<file path="src/rtl/note_pkg.sv">
// Shared types and scale tables for the switch-to-note mapper and arpeggiator.
// Latency: n/a (types, constants and a pure function only).
// Backpressure: n/a.
package note_pkg;

  localparam int NOTE_REST = 0;

  typedef enum logic [1:0] {
    MODE_MAJOR = 2'd0,
    MODE_MINOR = 2'd1,
    MODE_CHROM = 2'd2,
    MODE_PENTA = 2'd3
  } mode_e;

  typedef enum logic [1:0] {
    ARP_UP     = 2'd0,
    ARP_DOWN   = 2'd1,
    ARP_BOUNCE = 2'd2,
    ARP_HOLD   = 2'd3
  } arp_dir_e;

  typedef enum logic [1:0] {
    IDLE  = 2'd0,
    START = 2'd1,
    PLAY  = 2'd2
  } state_e;

  // Semitone offsets from the root for the first octave of slots.
  localparam logic [4:0] IV_MAJOR [8] = '{5'd0, 5'd2, 5'd4, 5'd5, 5'd7, 5'd9, 5'd11, 5'd12};
  localparam logic [4:0] IV_MINOR [8] = '{5'd0, 5'd2, 5'd3, 5'd5, 5'd7, 5'd8, 5'd10, 5'd12};
  localparam logic [4:0] IV_CHROM [8] = '{5'd0, 5'd1, 5'd2, 5'd3, 5'd4, 5'd5, 5'd6, 5'd7};
  localparam logic [4:0] IV_PENTA [8] = '{5'd0, 5'd2, 5'd4, 5'd7, 5'd9, 5'd12, 5'd14, 5'd16};

  // Interval of slot i: table entry for i mod 8, raised one octave per
  // completed group of eight slots.
  function automatic logic [15:0] interval(input mode_e m, input int unsigned i);
    logic [2:0] k;
    logic [4:0] base;
    k = 3'(i % 8);
    case (m)
      MODE_MAJOR: base = IV_MAJOR[k];
      MODE_MINOR: base = IV_MINOR[k];
      MODE_CHROM: base = IV_CHROM[k];
      default:    base = IV_PENTA[k];
    endcase
    return 16'(base) + 16'(12 * (i / 8));
  endfunction

endpackage

</file>
<file path="src/rtl/note_slot_scan.sv">
// Finds the next set bit of mask after idx, searching up or down with wrap.
// Latency: combinational.
// Backpressure: none.
// Ports: mask/idx/down in; nxt = next active slot (idx if mask empty),
//        wrapped = no active slot strictly beyond idx in that direction.
module note_slot_scan
  import note_pkg::*;
#(
  parameter int NUM_SW = 8,
  parameter int IDX_W  = 3
) (
  input  logic [NUM_SW-1:0] mask,
  input  logic [IDX_W-1:0]  idx,
  input  logic              down,
  output logic [IDX_W-1:0]  nxt,
  output logic              wrapped
);

  int               j;
  logic             found;
  logic [IDX_W-1:0] jj;

  always_comb begin
    nxt     = idx;
    wrapped = 1'b1;
    found   = 1'b0;
    j       = 0;
    jj      = '0;
    // Distance k = NUM_SW lands back on idx itself, so a lone active slot
    // returns itself flagged as wrapped.
    for (int k = 1; k <= NUM_SW; k++) begin
      if (down) j = (int'(idx) + NUM_SW - k) % NUM_SW;
      else      j = (int'(idx) + k) % NUM_SW;
      jj = IDX_W'(j);
      if (!found && mask[jj]) begin
        found   = 1'b1;
        nxt     = jj;
        wrapped = down ? (k > int'(idx)) : ((int'(idx) + k) >= NUM_SW);
      end
    end
  end

endmodule

</file>
<file path="src/rtl/switch_to_note_arp.sv">
// Snapshot root/switches/mode into a chord bus and arpeggiate its active notes.
// Latency: 1 cycle load->notes/active_mask/first arp_note; 1 cycle advance->arp_note.
// Backpressure: none; load and advance are pulses, all outputs are registered levels.
// Ports: clk, rst (sync, high); load, root, switches, mode snapshot the chord;
//        arp_dir, advance drive stepping; notes, active_mask, arp_note, arp_valid out.
module switch_to_note_arp
  import note_pkg::*;
#(
  parameter int NUM_SW   = 8,
  parameter int NOTE_W   = 6,
  parameter int MAX_NOTE = 63
) (
  input  logic                     clk,
  input  logic                     rst,
  input  logic                     load,
  input  logic [NOTE_W-1:0]        root,
  input  logic [NUM_SW-1:0]        switches,
  input  logic [1:0]               mode,
  input  logic [1:0]               arp_dir,
  input  logic                     advance,
  output logic [NUM_SW*NOTE_W-1:0] notes,
  output logic [NOTE_W-1:0]        arp_note,
  output logic                     arp_valid,
  output logic [NUM_SW-1:0]        active_mask
);

  localparam int IDX_W = (NUM_SW > 1) ? $clog2(NUM_SW) : 1;
  // Four spare bits keep root+interval from wrapping before the range test.
  localparam int SUM_W = NOTE_W + 4;

  state_e            state;
  logic [NOTE_W-1:0] slot_q [NUM_SW];
  logic [IDX_W-1:0]  idx_q;
  logic              dir_dn_q;   // bounce direction, 0 = moving up

  logic [NOTE_W-1:0] calc_note [NUM_SW];
  logic [NUM_SW-1:0] calc_mask;
  logic [SUM_W-1:0]  sum;
  logic [IDX_W-1:0]  first_idx;

  logic [IDX_W-1:0]  up_nxt, dn_nxt, step_idx;
  logic              up_wrap, dn_wrap, step_dn;
  arp_dir_e          dir;

  assign dir = arp_dir_e'(arp_dir);

  // Chord computed straight from the inputs so the load cycle can register
  // both the bus and the first arpeggio note.
  always_comb begin
    sum       = '0;
    calc_mask = '0;
    for (int i = 0; i < NUM_SW; i++) begin
      calc_note[i] = NOTE_W'(NOTE_REST);
      sum = SUM_W'(root) + SUM_W'(interval(mode_e'(mode), i));
      if (switches[i] && (sum <= SUM_W'(MAX_NOTE))) begin
        calc_note[i] = sum[NOTE_W-1:0];
        calc_mask[i] = 1'b1;
      end
    end
  end

  function automatic logic [IDX_W-1:0] first_active(input logic [NUM_SW-1:0] m,
                                                     input logic highest);
    logic [IDX_W-1:0] r;
    r = '0;
    // Later hits overwrite earlier ones, so scan order picks the extreme.
    for (int i = 0; i < NUM_SW; i++) begin
      if (highest && m[i]) r = IDX_W'(i);
      if (!highest && m[NUM_SW-1-i]) r = IDX_W'(NUM_SW-1-i);
    end
    return r;
  endfunction

  always_comb begin
    first_idx = first_active(calc_mask, (dir == ARP_DOWN) || (dir == ARP_HOLD));
  end

  note_slot_scan #(.NUM_SW(NUM_SW), .IDX_W(IDX_W)) u_scan_up (
    .mask    (active_mask),
    .idx     (idx_q),
    .down    (1'b0),
    .nxt     (up_nxt),
    .wrapped (up_wrap)
  );

  note_slot_scan #(.NUM_SW(NUM_SW), .IDX_W(IDX_W)) u_scan_dn (
    .mask    (active_mask),
    .idx     (idx_q),
    .down    (1'b1),
    .nxt     (dn_nxt),
    .wrapped (dn_wrap)
  );

  // Next index for one beat. Bounce turns at either end and takes one step
  // the other way, so the end note is not repeated; a lone slot stays put.
  always_comb begin
    step_idx = idx_q;
    step_dn  = 1'b0;
    case (dir)
      ARP_UP:   step_idx = up_nxt;
      ARP_DOWN: step_idx = dn_nxt;
      ARP_BOUNCE: begin
        step_dn = dir_dn_q;
        if (!dir_dn_q) begin
          if (!up_wrap) step_idx = up_nxt;
          else begin
            step_dn = 1'b1;
            if (!dn_wrap) step_idx = dn_nxt;
          end
        end else begin
          if (!dn_wrap) step_idx = dn_nxt;
          else begin
            step_dn = 1'b0;
            if (!up_wrap) step_idx = up_nxt;
          end
        end
      end
      default: step_idx = idx_q;
    endcase
  end

  always_ff @(posedge clk) begin
    if (rst) begin
      state       <= IDLE;
      idx_q       <= '0;
      dir_dn_q    <= 1'b0;
      active_mask <= '0;
      arp_note    <= '0;
      arp_valid   <= 1'b0;
      for (int i = 0; i < NUM_SW; i++) slot_q[i] <= '0;
    end else begin
      // Outside bounce the flag is held at "up", so entering bounce starts upward.
      if (dir != ARP_BOUNCE) dir_dn_q <= 1'b0;

      if (load) begin
        for (int i = 0; i < NUM_SW; i++) slot_q[i] <= calc_note[i];
        active_mask <= calc_mask;
        dir_dn_q    <= 1'b0;
        if (|calc_mask) begin
          state     <= START;
          idx_q     <= first_idx;
          arp_note  <= calc_note[first_idx];
          arp_valid <= 1'b1;
        end else begin
          state     <= IDLE;
          idx_q     <= '0;
          arp_note  <= NOTE_W'(NOTE_REST);
          arp_valid <= 1'b0;
        end
      end else begin
        case (state)
          IDLE:  state <= IDLE;
          START: state <= PLAY;
          PLAY: begin
            if (advance) begin
              idx_q    <= step_idx;
              dir_dn_q <= step_dn;
              arp_note <= slot_q[step_idx];
            end
          end
          default: state <= IDLE;
        endcase
      end
    end
  end

  for (genvar g = 0; g < NUM_SW; g++) begin : g_flat
    assign notes[g*NOTE_W +: NOTE_W] = slot_q[g];
  end

endmodule

</file>
<file path="config.mk">
export PLATFORM = sky130hd
export DESIGN_NAME = switch_to_note_arp
export DESIGN_NICKNAME = d
export VERILOG_FILES = /design/src/rtl/note_pkg.sv /design/src/rtl/note_slot_scan.sv /design/src/rtl/switch_to_note_arp.sv
export SDC_FILE = /design/constraint.sdc
export NUM_CORES = 1
export LEC_CHECK = 0
export BUFFER_PORTS_ARGS = -buffer_cell sky130_fd_sc_hd__buf_2
export CAP_MARGIN = 15
export CORE_AREA = 2 2 115 128
export DETAILED_ROUTE_END_ITERATION = 12
export DIE_AREA = 0 0 117 130
export PLACE_DENSITY = 0.72
export RECOVER_POWER = 25
export SLEW_MARGIN = 5
export SYNTH_ARGS = -nofsm -noshare
export SYNTH_HDL_FRONTEND = slang
export SYNTH_SLANG_ARGS = --single-unit
</file>
<file path="constraint.sdc">
create_clock -name clk -period 4.66 [get_ports clk]
set_clock_uncertainty 0.15 [all_clocks]
set_input_delay 0.932 -clock clk [delete_from_list [all_inputs] [get_ports clk]]
set_output_delay 0.932 -clock clk [all_outputs]
set_load 0.01 [all_outputs]
</file>
==> results_dict.tcl, run 1 <==
set metrics [dict create \
    combPwrFrac 0.541 \
    routed_wirelength_mm 25.3 \
    cp-end-kind "flop" \
    p_sw_uw 1260 \
    cp-startpoint "idx_q[0]" \
    sequentialPowerShare 0.233 \
    yosys.area_share.xor_xnor 0.0407 \
    hold_class "reg2reg" \
    initial_cell_density_of_the_core 0.487 \
    timing.critical_path.depth 17 \
    yosys_warnings 0 \
    maxSlewHeadroom 0.282 \
    synth_top_cells_by_area "edfxtp_1, ha_1, dfxtp_1" \
    vdd_ir_drop_max_mv 0.200 \
    post_synth_inst_count 792 \
    first_iter_violations 749 \
    synth_top_family_by_area "compound AO/OA/AOI/OAI gates" \
    gp_routability_congestion 0.995 \
    drive_above_1_share 0.320 \
    crit-reg2reg-capture "arp_note[1]" \
    power.switching_fraction 0.385 \
    power_density_mw_per_mm2 359 \
    die_h_um 130 \
    cp_top_family "simple AND/OR/NAND/NOR gates" \
    setup_ws_ns -0.00323 \
    diodes 0 \
    preCtsSetupSlack_ns -0.292 \
    synth.net_count 855 \
    clock_insertion_delay_worst_skew_ns 0.33 \
    worst-endpoint-arrival_ns 4.72 \
    max_clock_freq_ghz 0.214 \
    share_clk_of_total_power 0.226 \
    number_of_vias_per_cell 6.18 \
    final.min_clock_period_ns 4.66 \
    critPathRequiredTime_ns 4.72 \
    num-nets-final 1061 \
    track_usage 0.324 \
    crit_fanout 6 \
    setup_viol 1 \
    drt_pre_antenna_iters 6 \
    syn_area_per_cell_um2 8.66 \
    leak_pwr_uw 0.00387 \
    floorplan.die_area_mm2 0.0152 \
    async_flop_share 0 \
    setup.worst_path.class "reg2reg" \
    p_int_uw 2010 \
    worst-r2r-cell-count 17 \
    cts.path.max_buffers 2 \
    path_cells "ha_4 > ha_4 > mux4_2 > mux2i_4 > nand2_4 > buf_4 > nor4_2 > and3_1 > nor4_4 > o21a_4 > o41ai_1 > or3_4 > clkbuf_16 > mux2i_1 > a221oi_1 > a2111oi_1 > nor3_1" \
    syn-cell-area_mm2 0.00686 \
    synth.most_common_cell "nor2_1" \
    rr_startpoint "idx_q[0]" \
    clock-root-buffer "clkbuf_16" \
    synth_adder_area_share 0.0792 \
    first_global_vias 7090 \
    path_buf_inv 2 \
    finalHoldViolCount 0 \
    register_area_mm2 0.00187 \
    final_antenna_net_count 0 \
    die_w_um 117 \
    synth_cell_types 85 \
    synth-edff-count 48 \
    io_buffer_count 84 \
    wl_per_cell_um 21.1 \
    route.detailed.drc 0 \
    slew_viols_final 0 \
    cts-hold-fix-buffers 0 \
    yosys_most_used_dff "edfxtp_1" \
    clkTransAtPathRegs_ns 0.05 \
    multi_input_gate_area_in_the_final_layout_mm2 0.00490 \
    layout-area-overhead-vs-synth_pct 32.4 \
    violations "setup timing" \
    outcome "finished, violations left" \
    crit_slowest_cell "mux4_2" \
    clock_sink_count 69 \
    cp_slowest_stage_delay_ns 0.56 \
    tritoncts "done" \
    grt_remaining_overflow 0 \
    synth.mux.area_fraction 0.124 \
    postSynthRegisterBits 69 \
    htreeDepth 3 \
    number_of_rows_in_the_core_area 46 \
    crit_start_category "flop" \
    synth_seq_area_share 0.271 \
    synth_compound_gate_area_share 0.220 \
    synth_top_area_cell "edfxtp_1" \
    r2r_setup_slack_ns -0.003 \
    critical_path.most_common_cell "ha_4" \
    yosys.area_share.simple 0.214 \
    timing.final.crit_share 1.00 \
    final_core_utilization 0.644 \
    synthDominantCellAreaShare 0.210 \
    numCtsBuffers 9 \
    fill_cells 1214 \
    wire_length_of_the_first_global_routing_pass_mm 37.9 \
    largest_net_degree_at_the_start_of_global_routing 51 \
    cap_violations 0 \
    synth.cells.most_frequent "nor2_1, nand2_1, edfxtp_1" \
    max_slew.worst_pin.slew_ns 1.07 \
    initial_antenna_violation_count 0 \
    core_area_mm2 0.0141 \
    ios 85 \
    num_vias 7390 \
    dpl.hpwl_mm 19.0 \
    cp-endpoint "arp_note[1]" \
]
[power groups by stage]
| stage | sequential (uW) | combinational, uW | clock, uW |
|---|---|---|---|
| finish | 758 | 1760 | 738 |
| global route | 764 | 1870 | 768 |
| CTS | 755 | 1610 | 741 |
| detailed placement | 767 | 1560 | 0 |
| global placement | 765 | 1560 | 0 |
| floorplan | 774 | 961 | 0 |
[routing by layer]
metal,share of wire,vias up,global-route usage
met5,0,-,0
met4,0.049,0,0.148
met3,0.061,101,0.0404
met2,0.51,379,0.570
met1,0.38,3517,0.395
li1,-,3393,-
[area by class of cell]
type	count	area share
inverters	28	0.0121
flip-flops and latches	69	0.206
clock inverters	7	0.0109
multi-input cells	643	0.539
clock buffers	9	0.0248
repair buffers	247	0.181
well taps	192	0.0264
[state kept, by name (all words and copies together), names as in the netlist]
register and cells:
arp_valid 1, slot_q 48, active_mask 8, idx_q 3, arp_note 6, state 2
dir_dn_q 1
[logic make-up (layout without fill, tap and decap cells)]
group           count (synthesis)  count (layout)
mux                            67              67
compound gates                212             212
simple gates                  292             292
xor+xnor                       31              31
flops                          69              69
buf+inv                        80             291
fa+ha+maj                      41              41
[worst min-delay path by stage]
stage,slack [ns],end,depth (start not counted),startpoint
floorplan,0.33,state[1],2,state[1]
global placement,0.29,arp_valid,1,arp_valid
detailed placement,0.30,arp_valid,1,arp_valid
CTS,0.31,arp_valid,1,arp_valid
global route,0.35,arp_valid,1,arp_valid
finish,0.32,arp_valid,1,arp_valid
[what timing repair did]
action | in CTS | in global routing
hold endpoints to repair | 0 | 0
pin swaps | 2 | 22
buffers inserted | 4 | 15
setup endpoints to repair | 5 | 6
gates cloned | 0 | 1
resized for setup | 8 | 45
[placed cells by master, fill, tap and decap left out, types with 11 or more instances in the layout]
cell type / n
ha_1: 32
a311oi_1: 11
inv_1: 24
mux4_2: 11
mux2i_1: 33
nor2_1: 86
and3_1: 22
a31oi_1: 12
a211oi_1: 13
dfxtp_1: 19
nand2_1: 57
mux2_2: 15
buf_2: 41
buf_4: 157
nor2b_1: 12
nand3_1: 14
a21oi_1: 36
xor2_1: 11
clkbuf_1: 43
xnor2_1: 17
nor3_1: 42
edfxtp_1: 48
o21ai_0: 34
[stage by stage]
stage | power, uW | hold slack (ns) | cells | cell area (um^2) | setup TNS (ns)
4_1_cts | 3100 | 0.312 | 1179 | 8830 | 0
2_1_floorplan | 1740 | 0.325 | 792 | 6950 | -0.0121
3_3_place_gp | 2320 | 0.291 | 1159 | 8420 | -0.890
6_report | 3260 | 0.316 | 1195 | 9080 | -0.00323
3_5_place_dp | 2330 | 0.297 | 1159 | 8420 | -1.24
5_1_grt | 3410 | 0.350 | 1195 | 9080 | -0.192
(Power assumes the default switching activity.)
==> inputs of run 2 (changes only) <==
Settings changed: REMOVE_ABC_BUFFERS set to 1.
==> run 2 against run 1 <==
  * The flow now finishes without violations
  * Critical path depth is 2 higher
  * Die area stayed put
  * Fmax is 2.3% higher
  * Cell area is 1.8% lower
  * Sequential share of layout area is 0.38 points higher
  * Flip-flop and latch count stayed put
==> results_dict.tcl, run 2 (synthesis results as in run 1) <==
set metrics [dict create \
    tritoncts "done" \
    number_of_vias_per_cell 6.25 \
    track_usage 0.312 \
    max_clock_freq_ghz 0.219 \
    route.detailed.drc 0 \
    vdd_ir_drop_max_mv 0.180 \
    largestRegisters "slot_q (48), active_mask (8), arp_note (6)" \
    die_h_um 130 \
    totalPowerFinal_uw 3160 \
    outcome "finished clean" \
    final.min_clock_period_ns 4.56 \
    grt_remaining_overflow 0 \
    slew_viols_final 0 \
    wire_length_of_the_first_global_routing_pass_mm 36.3 \
    drive_above_1_share 0.301 \
    htreeDepth 3 \
    initial_antenna_violation_count 0 \
    final_antenna_net_count 0 \
    gp_routability_congestion 1.05 \
    ios 85 \
    maxSlewHeadroom 0.259 \
    final_core_utilization 0.633 \
    crit_start_category "flop" \
    finalHoldViolCount 0 \
    setup.worst_path.class "reg2reg" \
    clock_sink_count 69 \
    clock_insertion_delay_worst_skew_ns 0.33 \
    mostFrequentLayoutCell "buf_4" \
    num-nets-final 1048 \
    largest_register_ff_count 48 \
    worst-endpoint-arrival_ns 4.64 \
    timing.final.crit_share 0.978 \
    clock-root-buffer "clkbuf_16" \
    critPathRequiredTime_ns 4.74 \
    cp-end-kind "flop" \
    hold_class "reg2reg" \
    floorplan.die_area_mm2 0.0152 \
    first_global_vias 6903 \
    crit_fanout 4 \
    max_slew.worst_pin.slew_ns 1.11 \
    cap_violations 0 \
    layout-area-overhead-vs-synth_pct 30.0 \
    finalHoldWorstSlack_ns 0.318 \
    first_iter_violations 879 \
    core_area_mm2 0.0141 \
    power_density_mw_per_mm2 355 \
    clkTransAtPathRegs_ns 0.05 \
    io_buffer_count 84 \
    setup_viol 0 \
    dpl.hpwl_mm 18.7 \
    leak_pwr_uw 0.00379 \
    number_of_rows_in_the_core_area 46 \
    wl_per_cell_um 20.5 \
    num_vias 7387 \
    most_frequent_cells_in_the_layout "buf_4, nor2_1, nand2_1, edfxtp_1, buf_2" \
    largest_register "slot_q" \
    cts.path.max_buffers 2 \
    final.setup.tns_ns 0 \
    initial_cell_density_of_the_core 0.487 \
    die_w_um 117 \
    numCtsBuffers 9 \
    drt_pre_antenna_iters 6 \
    routed_wirelength_mm 24.2 \
    diodes 0 \
    largest_net_degree_at_the_start_of_global_routing 51 \
    finish.instance_area_mm2 0.00892 \
    setup_repair_after_global_routing_missed_its_margin "yes" \
    cts-hold-fix-buffers 0 \
    dpl-instance-area_mm2 0.00836 \
]
## run 2: cell count changes in the layout (fill, tap and decap cells not counted), sizes merged
cell,previous run,this run
buf,203,194
bufinv,2,0
clkbuf,53,52
clkinv,5,4
clkinvlp,1,2
inv,27,26
## run 2: layout make-up
class                      instances  area, um^2
tap                              192         240
clock buffer                      12         246
timing repair buffer             234        1560
clock inverter                     4        25.0
sequential                        69        1870
fill                            1222        5180
multi-input combinational        643        4870
inverter                          28         106
## run 2: stage by stage
stage,instances,setup slack (ns)
final,1182,0.100
after global routing,1182,-0.0566
after CTS,1169,-0.0201
after detailed placement,1153,-0.313
after global placement,1153,-0.265
after floorplan,740,-1.83
## run 2: power by group
| part | switching [uW] | leakage [uW] | internal, uW | total, uW |
|---|---|---|---|---|
| registers | 50.5 | 0.000694 | 712 | 762 |
| clock network | 253 | 0.000129 | 373 | 626 |
| logic | 931 | 0.00297 | 843 | 1770 |
## run 2: what timing repair did
item                       4_1_cts  5_1_grt
cloned                           0        0
buffers inserted                 0       13
gates resized for setup         11       42
pin swaps                        1       14
setup endpoints to repair        6        6
## run 2: worst paths after layout
path                                start           to  slack [ns]  cells after the start
worst max-delay path             idx_q[0]  arp_note[2]        0.10                     19
worst min-delay path            arp_valid    arp_valid        0.32                      1
worst max register to register   idx_q[0]  arp_note[2]        0.10                     19
worst min register to register  arp_valid    arp_valid        0.32                      1
## run 2: critical path, stage by stage, from the launching register on
cell and delay [ns]:
dfxtp_4 0.37, ha_4 0.17, ha_4 0.30, mux4_2 0.52, mux2i_1 0.16, buf_4 0.18
nand2_8 0.07, nor3_4 0.27, a32oi_2 0.20, nor4_4 0.38, buf_4 0.17, buf_4 0.09
nor2b_1 0.04, o211ai_1 0.20, o211ai_2 0.19, buf_4 0.18, nor2b_1 0.14, a22o_1 0.25
o211a_1 0.24, a2111oi_2 0.18
## run 2: metal layers
layer | routed length [um] | track usage | share of wire
met5 | 0 | 0 | 0
met4 | 1290 | 0.166 | 0.053
met3 | 1820 | 0.0511 | 0.075
met2 | 11900 | 0.536 | 0.49
met1 | 9190 | 0.372 | 0.38
